==> src/rtl/elastic_buffer.sv <==
// DEPTH-entry registered valid/ready elastic queue: a head register feeding fwd_data_o
// plus a (DEPTH-1)-entry ring. Optional flush_i port enabled by macro ELASTIC_BUF_FLUSH_EN.
module elastic_buffer #(
   parameter int DATA_WIDTH = 8,
   parameter int DEPTH      = 4,
   parameter int CNT_W      = $clog2(DEPTH + 1)
) (
   input  logic                  clk,
   input  logic                  rst,
`ifdef ELASTIC_BUF_FLUSH_EN
   input  logic                  flush_i,
`endif
   input  logic [DATA_WIDTH-1:0] bwd_data_i,
   input  logic                  bwd_valid_i,
   output logic                  bwd_ready_o,
   output logic [DATA_WIDTH-1:0] fwd_data_o,
   output logic                  fwd_valid_o,
   input  logic                  fwd_ready_i,
   output logic [CNT_W-1:0]      count_o
);

   localparam int RING_N = DEPTH - 1;
   localparam int PTR_W  = (DEPTH > 2) ? $clog2(RING_N) : 1;

   logic [DATA_WIDTH-1:0] ring_q [RING_N];
   logic [DATA_WIDTH-1:0] head_q, head_d;
   logic                  valid_q, valid_d;
   logic                  ready_q, ready_d;
   logic [CNT_W-1:0]      count_q, count_d;
   logic [PTR_W-1:0]      wr_ptr_q, wr_ptr_d;
   logic [PTR_W-1:0]      rd_ptr_q, rd_ptr_d;
   logic                  push_s, pop_s, take_s, ring_ne_s, ring_we_s, flush_s;

`ifdef ELASTIC_BUF_FLUSH_EN
   assign flush_s = flush_i;
`else
   assign flush_s = 1'b0;
`endif

   // Ring pointers wrap by compare so DEPTH need not be a power of two.
   function automatic logic [PTR_W-1:0] ptr_inc(input logic [PTR_W-1:0] p);
      return (p == PTR_W'(RING_N - 1)) ? {PTR_W{1'b0}} : p + PTR_W'(1);
   endfunction

   // Next-state: head refill/bypass, ring write, occupancy and registered handshakes.
   always_comb begin
      push_s    = bwd_valid_i & ready_q;
      pop_s     = valid_q & fwd_ready_i;
      take_s    = ~valid_q | fwd_ready_i;
      ring_ne_s = (count_q > CNT_W'(1));
      head_d    = head_q;
      rd_ptr_d  = rd_ptr_q;
      wr_ptr_d  = wr_ptr_q;
      ring_we_s = 1'b0;

      if (take_s) begin
         if (ring_ne_s) begin
            head_d   = ring_q[rd_ptr_q];
            rd_ptr_d = ptr_inc(rd_ptr_q);
         end else if (push_s) begin
            head_d = bwd_data_i;
         end else begin
            head_d = head_q;
         end
      end else begin
         head_d = head_q;
      end

      // The head is always occupied when count is non-zero, so only an empty ring bypasses.
      if (push_s && !(take_s && !ring_ne_s)) begin
         ring_we_s = 1'b1;
         wr_ptr_d  = ptr_inc(wr_ptr_q);
      end else begin
         ring_we_s = 1'b0;
      end

      count_d = count_q + CNT_W'(push_s) - CNT_W'(pop_s);

      if (flush_s) begin
         count_d   = {CNT_W{1'b0}};
         rd_ptr_d  = {PTR_W{1'b0}};
         wr_ptr_d  = {PTR_W{1'b0}};
         ring_we_s = 1'b0;
      end else begin
         count_d = count_d;
      end

      valid_d = (count_d != {CNT_W{1'b0}});
      ready_d = (count_d < CNT_W'(DEPTH));
   end

   // Control and head registers with synchronous reset.
   always_ff @(posedge clk) begin
      if (rst) begin
         head_q   <= {DATA_WIDTH{1'b0}};
         valid_q  <= 1'b0;
         ready_q  <= 1'b0;
         count_q  <= {CNT_W{1'b0}};
         wr_ptr_q <= {PTR_W{1'b0}};
         rd_ptr_q <= {PTR_W{1'b0}};
      end else begin
         head_q   <= head_d;
         valid_q  <= valid_d;
         ready_q  <= ready_d;
         count_q  <= count_d;
         wr_ptr_q <= wr_ptr_d;
         rd_ptr_q <= rd_ptr_d;
      end
   end

   // Ring storage needs no reset; occupancy tracking guards every read.
   always_ff @(posedge clk) begin
      if (ring_we_s) begin
         ring_q[wr_ptr_q] <= bwd_data_i;
      end
   end

   assign fwd_data_o  = head_q;
   assign fwd_valid_o = valid_q;
   assign bwd_ready_o = ready_q;
   assign count_o     = count_q;

endmodule

==> config.mk <==
export PLATFORM = sky130hd
export DESIGN_NAME = elastic_buffer
export DESIGN_NICKNAME = d
export VERILOG_FILES = /design/src/rtl/elastic_buffer.sv
export SDC_FILE = /design/constraint.sdc
export NUM_CORES = 1
export LEC_CHECK = 0
export ABC_AREA = 1
export CORE_MARGIN = 2
export CORE_UTILIZATION = 40
export CTS_CLUSTER_SIZE = 12
export DETAILED_ROUTE_END_ITERATION = 8
export PLACE_DENSITY = 0.69
export SYNTH_ARGS = -nofsm -noshare
export SYNTH_HDL_FRONTEND = slang
export SYNTH_SLANG_ARGS = --single-unit
==> constraint.sdc <==
create_clock -name clk -period 1.92 [get_ports clk]
set_input_delay 0.288 -clock clk [delete_from_list [all_inputs] [get_ports clk]]
set_output_delay 0.288 -clock clk [all_outputs]
set_load 0.02 [all_outputs]
======== Word level (Yosys, flattened, before mapping) ========
Memories as Yosys holds them, arrays and structs flattened. A register that Yosys moved wholly into a read port is not among the register bits.
Index checks and enable logic that the tools add are counted.
Widths: inputs -> output; s select.
operators by class
  reduce and logical (&&, ||, !) cells .... 8
  muxes and demuxes ....................... 9
  div/mod/pow operators ................... 0
  bitwise operators ....................... 4
  eq/ne operators ......................... 2
  multipliers ............................. 0
  magnitude comparators ................... 2
  add/sub/neg operators ................... 4
  shifts and indexed selects .............. 0
operator list
  kind                 number
  $mux 8               2
  $mux 2               4
  $add 2x1->2 const B  2
  $eq 2x2->1 const B   2
  $reduce_and 2->1     2
  $add 3x1->3          1
  $gt 3x1->1 const B   1
  $lt 3x3->1 const B   1
  $mux 1               3
  $reduce_bool 3->1    1
  $sub 3x1->3          1
  $and 1x1->1          2
  $logic_and 1x1->1    2
  $logic_not 1->1      2
  $reduce_bool 2->1    1
  $not 1->1            1
  $or 1x1->1           1
word-level totals
  ROM bits ................................ 0
  word-level logic and storage cells ...... 36
  memories ................................ 1
  latch bits .............................. 0
  bits in writable memories ............... 24
  bits in registers ....................... 17
  input port bits ......................... 12
memories
  memory  depth  width  rd ports  clocked after Yosys merged registers in  wr ports  line  source
  ring_q  3      8      1         1                                        1         25    logic [DATA_WIDTH-1:0] ring_q [RING_N];

======== Longest topological paths before layout ========
Gate-level depths: netlist of the first run.
  word-level depth ........................ 8
  depth in mapped cells ................... 10
  gate-level depth less buffers ........... 10

======== Worst setup path before layout of the first run ========
Ideal clock, no wire load.
  path type ............................... flip-flop to flip-flop
  from .................................... reg ready_q (netlist: bwd_ready_o)
  to ...................................... reg valid_q (netlist: fwd_valid_o)
  cell stages (with the launch flop) ...... 9
  arrival time ............................ 1,736 ps
  path buffers ............................ 0
  setup slack ............................. 52 ps
  clock period less this slack ............ 1,868 ps
  path through ............................ dfxtp_1 > nand2_2 > ha_1 > inv_1 > ha_1 > inv_1 > fa_1 > xnor2_1 > a31oi_1
between the ends
  cells in the longest elaborated chain, start to end .. 4
RTL lines
  item                    line  source
  start, declared         28    logic ready_q, ready_d;
  start signal, assigned  104   ready_q <= ready_d;
  $and 1x1->1             47    push_s = bwd_valid_i & ready_q;
  $add 3x1->3             77    count_d = count_q + CNT_W'(push_s) - CNT_W'(pop_s);
  $sub 3x1->3             77
  $reduce_bool 3->1       88    valid_d = (count_d != {CNT_W{1'b0}});
  end signal, assigned    103   valid_q <= valid_d;
  end, declared           27    logic valid_q, valid_d;
Every way passes these cells.
A chain may end at the register's enable or synchronous reset.

======== Worst setup path in the final report of the first run ========
  from .................................... in fwd_ready_i
  to ...................................... reg valid_q (netlist: fwd_valid_o)
between the ends
  cells in the longest elaborated chain, start to end .. 3
RTL lines
  item               line  source
  start, declared    18    input logic fwd_ready_i,
  $and 1x1->1        48    pop_s = valid_q & fwd_ready_i;
  $sub 3x1->3        77
  $reduce_bool 3->1  88
Every way passes these cells.

==> results.cfg, run 1 <==
[status]
outcome = finished, final reports clean

[synth]
synthXorXnorAreaFrac_pct = 0.474
syn_inst = 196
synth.net_count = 212
seq_area_frac_synth_pct = 59.6
synth_top_cell_area_share_pct = 39.0
synthTopCellsByArea = edfxtp_1, dfxtp_1, nand2_1
synth_top_family_by_area = simple AND/OR/NAND/NOR gates
ys_seq_elements = 43
synthesis.area_um2 = 1850
synth_compound_area_share_pct = 6.84
syn_area_per_cell_um2 = 9.42
synthAdderAreaFrac_pct = 3.12
synth-simple-area-share_pct = 21.5
yosysWarnings = 0
synthMuxAreaShare_pct = 0
synth.largest_area_cell = edfxtp_1
yosysUniqueCellTypes = 20

[timing]
setup_viol = 0
fin_ws_ns = 0.124
min_period_over_period_pct = 93.5
tightest_slew_ns = 0.379
rsz0062_at_grt = no
period_needed_ns = 1.80
slew_headroom_pct = 74.7
fmax_mhz = 557
finalHoldViolCount = 0
final_max_slew_viol_count = 0
finalClockSkew_ns = 0.00959

[die]
die_area_um2 = 5180
die_h_um = 71.9
ios = 25
initial_core_util_pct = 41.8
die_x_um = 71.9
core_area_um2 = 4410
rows = 24

[worst_setup_path]
worstPathArrival_ns = 1.97
worstReg2RegEnd = fwd_valid_o$_SDFF_PP0_
crit_type = in -> reg
r2r-start = bwd_ready_o$_SDFF_PP0_
worstSetupEndpointType = flop
r2r_setup_slack_ns = 0.25
cp.required_ns = 2.09
worstPathMaxFanout = 3
startpoint = fwd_ready_i
r2r_cells = 8
start_kind = primary input

[power_and_ir_drop]
switching_share_pct = 38.6
switching_power_mw = 1.38
fin_total_pwr_mw = 3.58
combPwrFrac_pct = 45.4
p_clk_share_pct = 17.3
leakage_nw = 0.970
p_per_area_nw_per_um2 = 1570
seqPwrFrac_pct = 37.2
internal-power_mw = 2.20
ir_worst_vdd_v = 0.000801

[worst_hold_path]
min_path_type = reg -> reg
hold_depth = 2
min_to = fwd_data_o[0]$_SDFFE_PP0P_
holdCritStartpoint = fwd_data_o[0]$_SDFFE_PP0P_

[finish]
diodes = 0
fillers = 425
multi_input_comb_area_um2 = 599
final_common_cell = nand2_1
syn_to_final_growth_pct = 23.7
final_layout_size_suffix_gt1_share_pct = 15.5
final_cell_mix = nand2_1, nor2_1, inv_1, clkdlybuf4s50_1, edfxtp_1
final_nets = 247
seq_area_um2 = 1100

[place]
hpwl_um = 2450
dp_worst_setup_slack_ns = -0.293
portBuffers = 24
place.gp.congestion = 0.755

[route]
ant_nets = 0
via_per_inst = 4.58
post_drt_wl_per_cell_um = 11.8
vias = 1302
drcViolationCount = 0
wl_um = 3360
drt_pass1_iterations = 4
drt_iter0_drc = 99

[clock_network]
cts_sinks = 43
numCtsBuffers = 5
clockRootBuffer = clkbuf_8
clk_pin_slew_worst_paths_ns = 0.08
clk_latency_ns = 0.29
post_cts_buffers = 0
htreeDepth = 2
cts_buffer_depth = 2
cts_tree = yes

[grt]
grt_usage_pct = 14.6
grt_max_degree = 14
grt_pass1_vias = 1213
grt_pass1_wl_um = 5660
antenna_found_initial = 0
globalRoute.totalOverflow = 0

[run]
max-cap-violations = 0
==> area by class of cell <==
type / count / share of cell area, %
Sequential cell: 43 / 48.2
Clock buffer: 6 / 4.11
Multi-Input combinational cell: 120 / 26.2
Tap cell: 52 / 2.85
Clock inverter: 2 / 0.383
Timing Repair Buffer: 34 / 13.8
Inverter: 27 / 4.44
==> critical path: stages <==
cell	delay (ns)
clkdlybuf4s50_1	0.42
nand2_1	0.07
inv_1	0.04
ha_1	0.28
inv_1	0.06
ha_1	0.13
inv_1	0.05
fa_2	0.35
xnor2_2	0.18
a31oi_1	0.10
==> synthesized netlist by cell type (all sizes together) <==
master  instances
nand2          50
o21ai           6
dfxtp          19
xnor2           1
inv            27
ha              3
buf             6
a31oi           1
edfxtp         24
o21bai          1
fa              1
nor2           37
a21oi          12
nand3           8
==> stage by stage <==
step	hold WS (ns)	util (%)	setup TNS (ns)	cell area, um2	cells
2_1_floorplan	0.357	-	0	1850	196
3_5_place_dp	0.460	49.2	-0.854	2170	276
5_1_grt	0.505	51.8	0	2280	284
6_report	0.469	51.8	0	2280	284
3_3_place_gp	0.458	49.2	-0.650	2170	276
4_1_cts	0.472	51.5	0	2270	284
==> worst max-delay path by stage <==
stage | end | slack (ns) | depth (start not counted)
2_1_floorplan | fwd_valid_o$_SDFF_PP0_ | 0.05 | 8
3_3_place_gp | fwd_valid_o$_SDFF_PP0_ | -0.23 | 10
3_5_place_dp | fwd_valid_o$_SDFF_PP0_ | -0.29 | 10
4_1_cts | fwd_valid_o$_SDFF_PP0_ | 0.03 | 10
5_1_grt | fwd_valid_o$_SDFF_PP0_ | 0.01 | 10
6_report | fwd_valid_o$_SDFF_PP0_ | 0.12 | 10
==> flip-flops by register name, indices dropped and copies added (netlist names), named ones only <==
name         flops
count_o          3
rd_ptr_q         2
fwd_data_o       8
wr_ptr_q         2
bwd_ready_o      1
fwd_valid_o      1
ring_q          24
==> power groups by stage <==
stage / Clock (mW) / Sequential, mW / Combinational, mW
final: 0.621 / 1.33 / 1.63
after global routing: 0.683 / 1.37 / 1.83
after CTS: 0.632 / 1.34 / 1.60
after detailed placement: 0 / 1.36 / 1.60
after global placement: 0 / 1.36 / 1.57
after floorplan: 0 / 1.47 / 1.02
==> cells by family after synthesis <==
group,after synthesis
AO/OA/AOI/OAI,20
XOR/XNOR,1
adder cells (fa/ha/maj),4
buffers and inverters,33
flip-flops,43
AND/OR/NAND/NOR,95
==> repair_timing <==
item | CTS | global route
hold buffers | 0 | 0
setup endpoints to repair | 0 | 3
resized for setup | 0 | 2
==> layer usage <==
metal	global-route usage [%]	vias up	wire length [um]
li1	-	686	-
met2	23.4	24	1620
met4	6.29	0	44
met3	3.19	5	144
met1	19.1	587	1550
met5	0	-	0
(Power assumes the default switching activity.)
==> run 2: changes to the inputs <==
- ABC_AREA: 1 -> not set
- CORE_UTILIZATION: 40 -> 42
- PLACE_DENSITY: 0.69 -> 0.72
- clock period: 1.92 -> 1.7 ns (I/O delays scaled with it)
==> results.cfg, run 2 <==
[status]
outcome = finished, final reports clean

[die]
core_area_um2 = 3940
die_x_um = 67.4
die_h_um = 67.4
die_area_um2 = 4540
initial_core_util_pct = 42.8
ios = 25
rows = 23

[clock_network]
clk_pin_slew_worst_paths_ns = 0.08
cts_sinks = 43
clk_latency_ns = 0.29
numCtsBuffers = 5
htreeDepth = 2
cts_tree = yes
clockRootBuffer = clkbuf_8
cts_buffer_depth = 2
hold_buffers = 0

[power_and_ir_drop]
p_per_area_nw_per_um2 = 1760
leakage_nw = 0.814
ir_worst_vdd_v = 0.000884

[place]
place.gp.congestion = 0.742
hpwl_um = 2520
dp_worst_setup_slack_ns = -0.462
portBuffers = 24
placed_area_um2 = 2160

[worst_setup_path]
r2r_setup_slack_ns = 0.05
worstSetupEndpointType = flop
cp.required_ns = 1.86
r2r-start = fwd_valid_o$_SDFF_PP0_
crit_path_max_incr_delay_ns = 0.37
cp_slowest_cell = fa_2
crit_type = reg -> reg
worstReg2RegEnd = fwd_valid_o$_SDFF_PP0_
start_kind = flop
r2r_cells = 8
worstPathArrival_ns = 1.82
crit_chain = and2_4 -> ha_4 -> inv_2 -> ha_4 -> inv_2 -> fa_2 -> xnor2_2 -> a31oi_1
worstPathMaxFanout = 3

[worst_hold_path]
min_path_type = reg -> reg
holdCritStartpoint = fwd_data_o[6]$_SDFFE_PP0P_
min_to = fwd_data_o[6]$_SDFFE_PP0P_
hold_depth = 2

[finish]
final_cell_mix = edfxtp_1, clkdlybuf4s50_1, buf_4
fin_util_pct = 58.4
final_layout_size_suffix_gt1_share_pct = 25.4
seq_area_um2 = 1110
final_common_cell = edfxtp_1
fillers = 323
syn_to_final_growth_pct = 36.4
top_register = ring_q
stdcell_area_um2 = 2300
diodes = 0
largest_register_ffs = 24
final_nets = 196
multi_input_comb_area_um2 = 602

[synth]
synth.most_common_cell = edfxtp_1
seq_area_frac_synth_pct = 65.2
ys_seq_elements = 43
synth_edf_count = 24
synth-async-reset-ratio_pct = 0
syn_area_per_cell_um2 = 12.4
synth_commonest_cells = edfxtp_1, dfxtp_1, nand2_1
synth_flop_cell = edfxtp_1
synth.largest_area_cell = edfxtp_1
yosysUniqueCellTypes = 34
synth.net_count = 152
yosysWarnings = 0
synthesis.area_um2 = 1690
syn_inst = 136
synth_top_cell_area_share_pct = 42.7
synthTopCellsByArea = edfxtp_1, dfxtp_1, mux2i_1

[timing]
finalHoldViolCount = 0
setup_viol = 0
slew_headroom_pct = 76.8
min_period_over_period_pct = 97.2
period_needed_ns = 1.65
fmax_mhz = 605
final_max_slew_viol_count = 0
tightest_slew_ns = 0.347
rsz0062_at_grt = yes
fin_ws_ns = 0.0480
finalClockSkew_ns = 0.00759

[route]
vias = 1176
wl_um = 3550
drt_pass1_iterations = 4
ant_nets = 0
drt_iter0_drc = 59
post_drt_wl_per_cell_um = 15.4
via_per_inst = 5.09
drcViolationCount = 0

[grt]
globalRoute.totalOverflow = 0
grt_usage_pct = 17.9
antenna_found_initial = 0
grt_pass1_vias = 1197
grt_max_degree = 14
grt_pass1_wl_um = 5640

[run]
max-cap-violations = 0
-- run 2: per-stage QoR --
| stage | std cells | TNS, ns | total power [mW] | hold WS (ns) |
|---|---|---|---|---|
| 2_1_floorplan | 136 | 0 | 2.50 | 0.354 |
| 3_3_place_gp | 223 | -7.86 | 3.19 | 0.440 |
| 3_5_place_dp | 223 | -9.58 | 3.27 | 0.455 |
| 4_1_cts | 231 | 0 | 4.09 | 0.466 |
| 5_1_grt | 231 | -0.0328 | 4.35 | 0.479 |
| 6_report | 231 | 0 | 4.06 | 0.459 |
-- run 2: cell type report --
cell class / count / share of cell area [%]
Tap cell: 50 / 2.72
Multi-Input combinational cell: 80 / 26.1
Sequential cell: 43 / 48.3
Timing Repair Buffer: 42 / 16.9
Clock inverter: 1 / 1.30
Clock buffer: 7 / 3.31
Inverter: 8 / 1.30
-- run 2: how the worst max path moves through the flow --
stage | from | to | slack [ns] | depth (start not counted)
CTS | fwd_valid_o$_SDFF_PP0_ | fwd_valid_o$_SDFF_PP0_ | 0.01 | 8
global placement | fwd_ready_i | bwd_ready_o$_SDFF_PP0_ | -0.38 | 9
global route | fwd_valid_o$_SDFF_PP0_ | fwd_valid_o$_SDFF_PP0_ | -0.02 | 8
finish | fwd_valid_o$_SDFF_PP0_ | fwd_valid_o$_SDFF_PP0_ | 0.05 | 8
floorplan | fwd_valid_o$_SDFF_PP0_ | bwd_ready_o$_SDFF_PP0_ | 0.002 | 8
detailed placement | fwd_ready_i | fwd_valid_o$_SDFF_PP0_ | -0.46 | 9
-- run 2: cell families after synthesis --
group	count (synthesis)	synth area share [%]
adders and majority gates	4	3.41
muxes	8	4.74
xor gates and xnor gates	1	0.519
buffers and inverters	13	3.48
AOI/OAI and AO/OA	25	10.2
DFF	43	65.2
and+or+nand+nor	42	12.4
-- run 2: per-layer routing --
metal / up-vias / global-route usage (%) / wire, um
li1: 571 / - / -
met1: 575 / 18.6 / 1460
met2: 25 / 32.8 / 1900
met3: 5 / 6.00 / 134
met4: 0 / 7.65 / 57
met5: - / 0 / 0
-- run 2: timing repair --
| item | 4_1_cts | 5_1_grt |
|---|---|---|
| pin swaps | 5 | 4 |
| endpoints found under the setup margin | 10 | 16 |
| buffers inserted | 0 | 0 |
| gates resized for setup | 8 | 2 |
| gates cloned | 0 | 0 |
-- run 2: worst max-delay path, delay by kind of cell, from the launching register on --
family                   cells  cell delay (ns)
AO/OA/AOI/OAI                1             0.10
XOR/XNOR                     1             0.17
adder cells (fa/ha/maj)      3             0.69
buffers and inverters        2             0.09
flip-flops                   1             0.34
AND/OR/NAND/NOR              1             0.14
-- run 2: report_power, final --
group / total [mW] / internal [mW] / switching [mW]
registers: 1.48 / 1.34 / 0.142
logic: 1.81 / 0.902 / 0.908
clock network: 0.764 / 0.439 / 0.325
total: 4.06 / 2.68 / 1.37
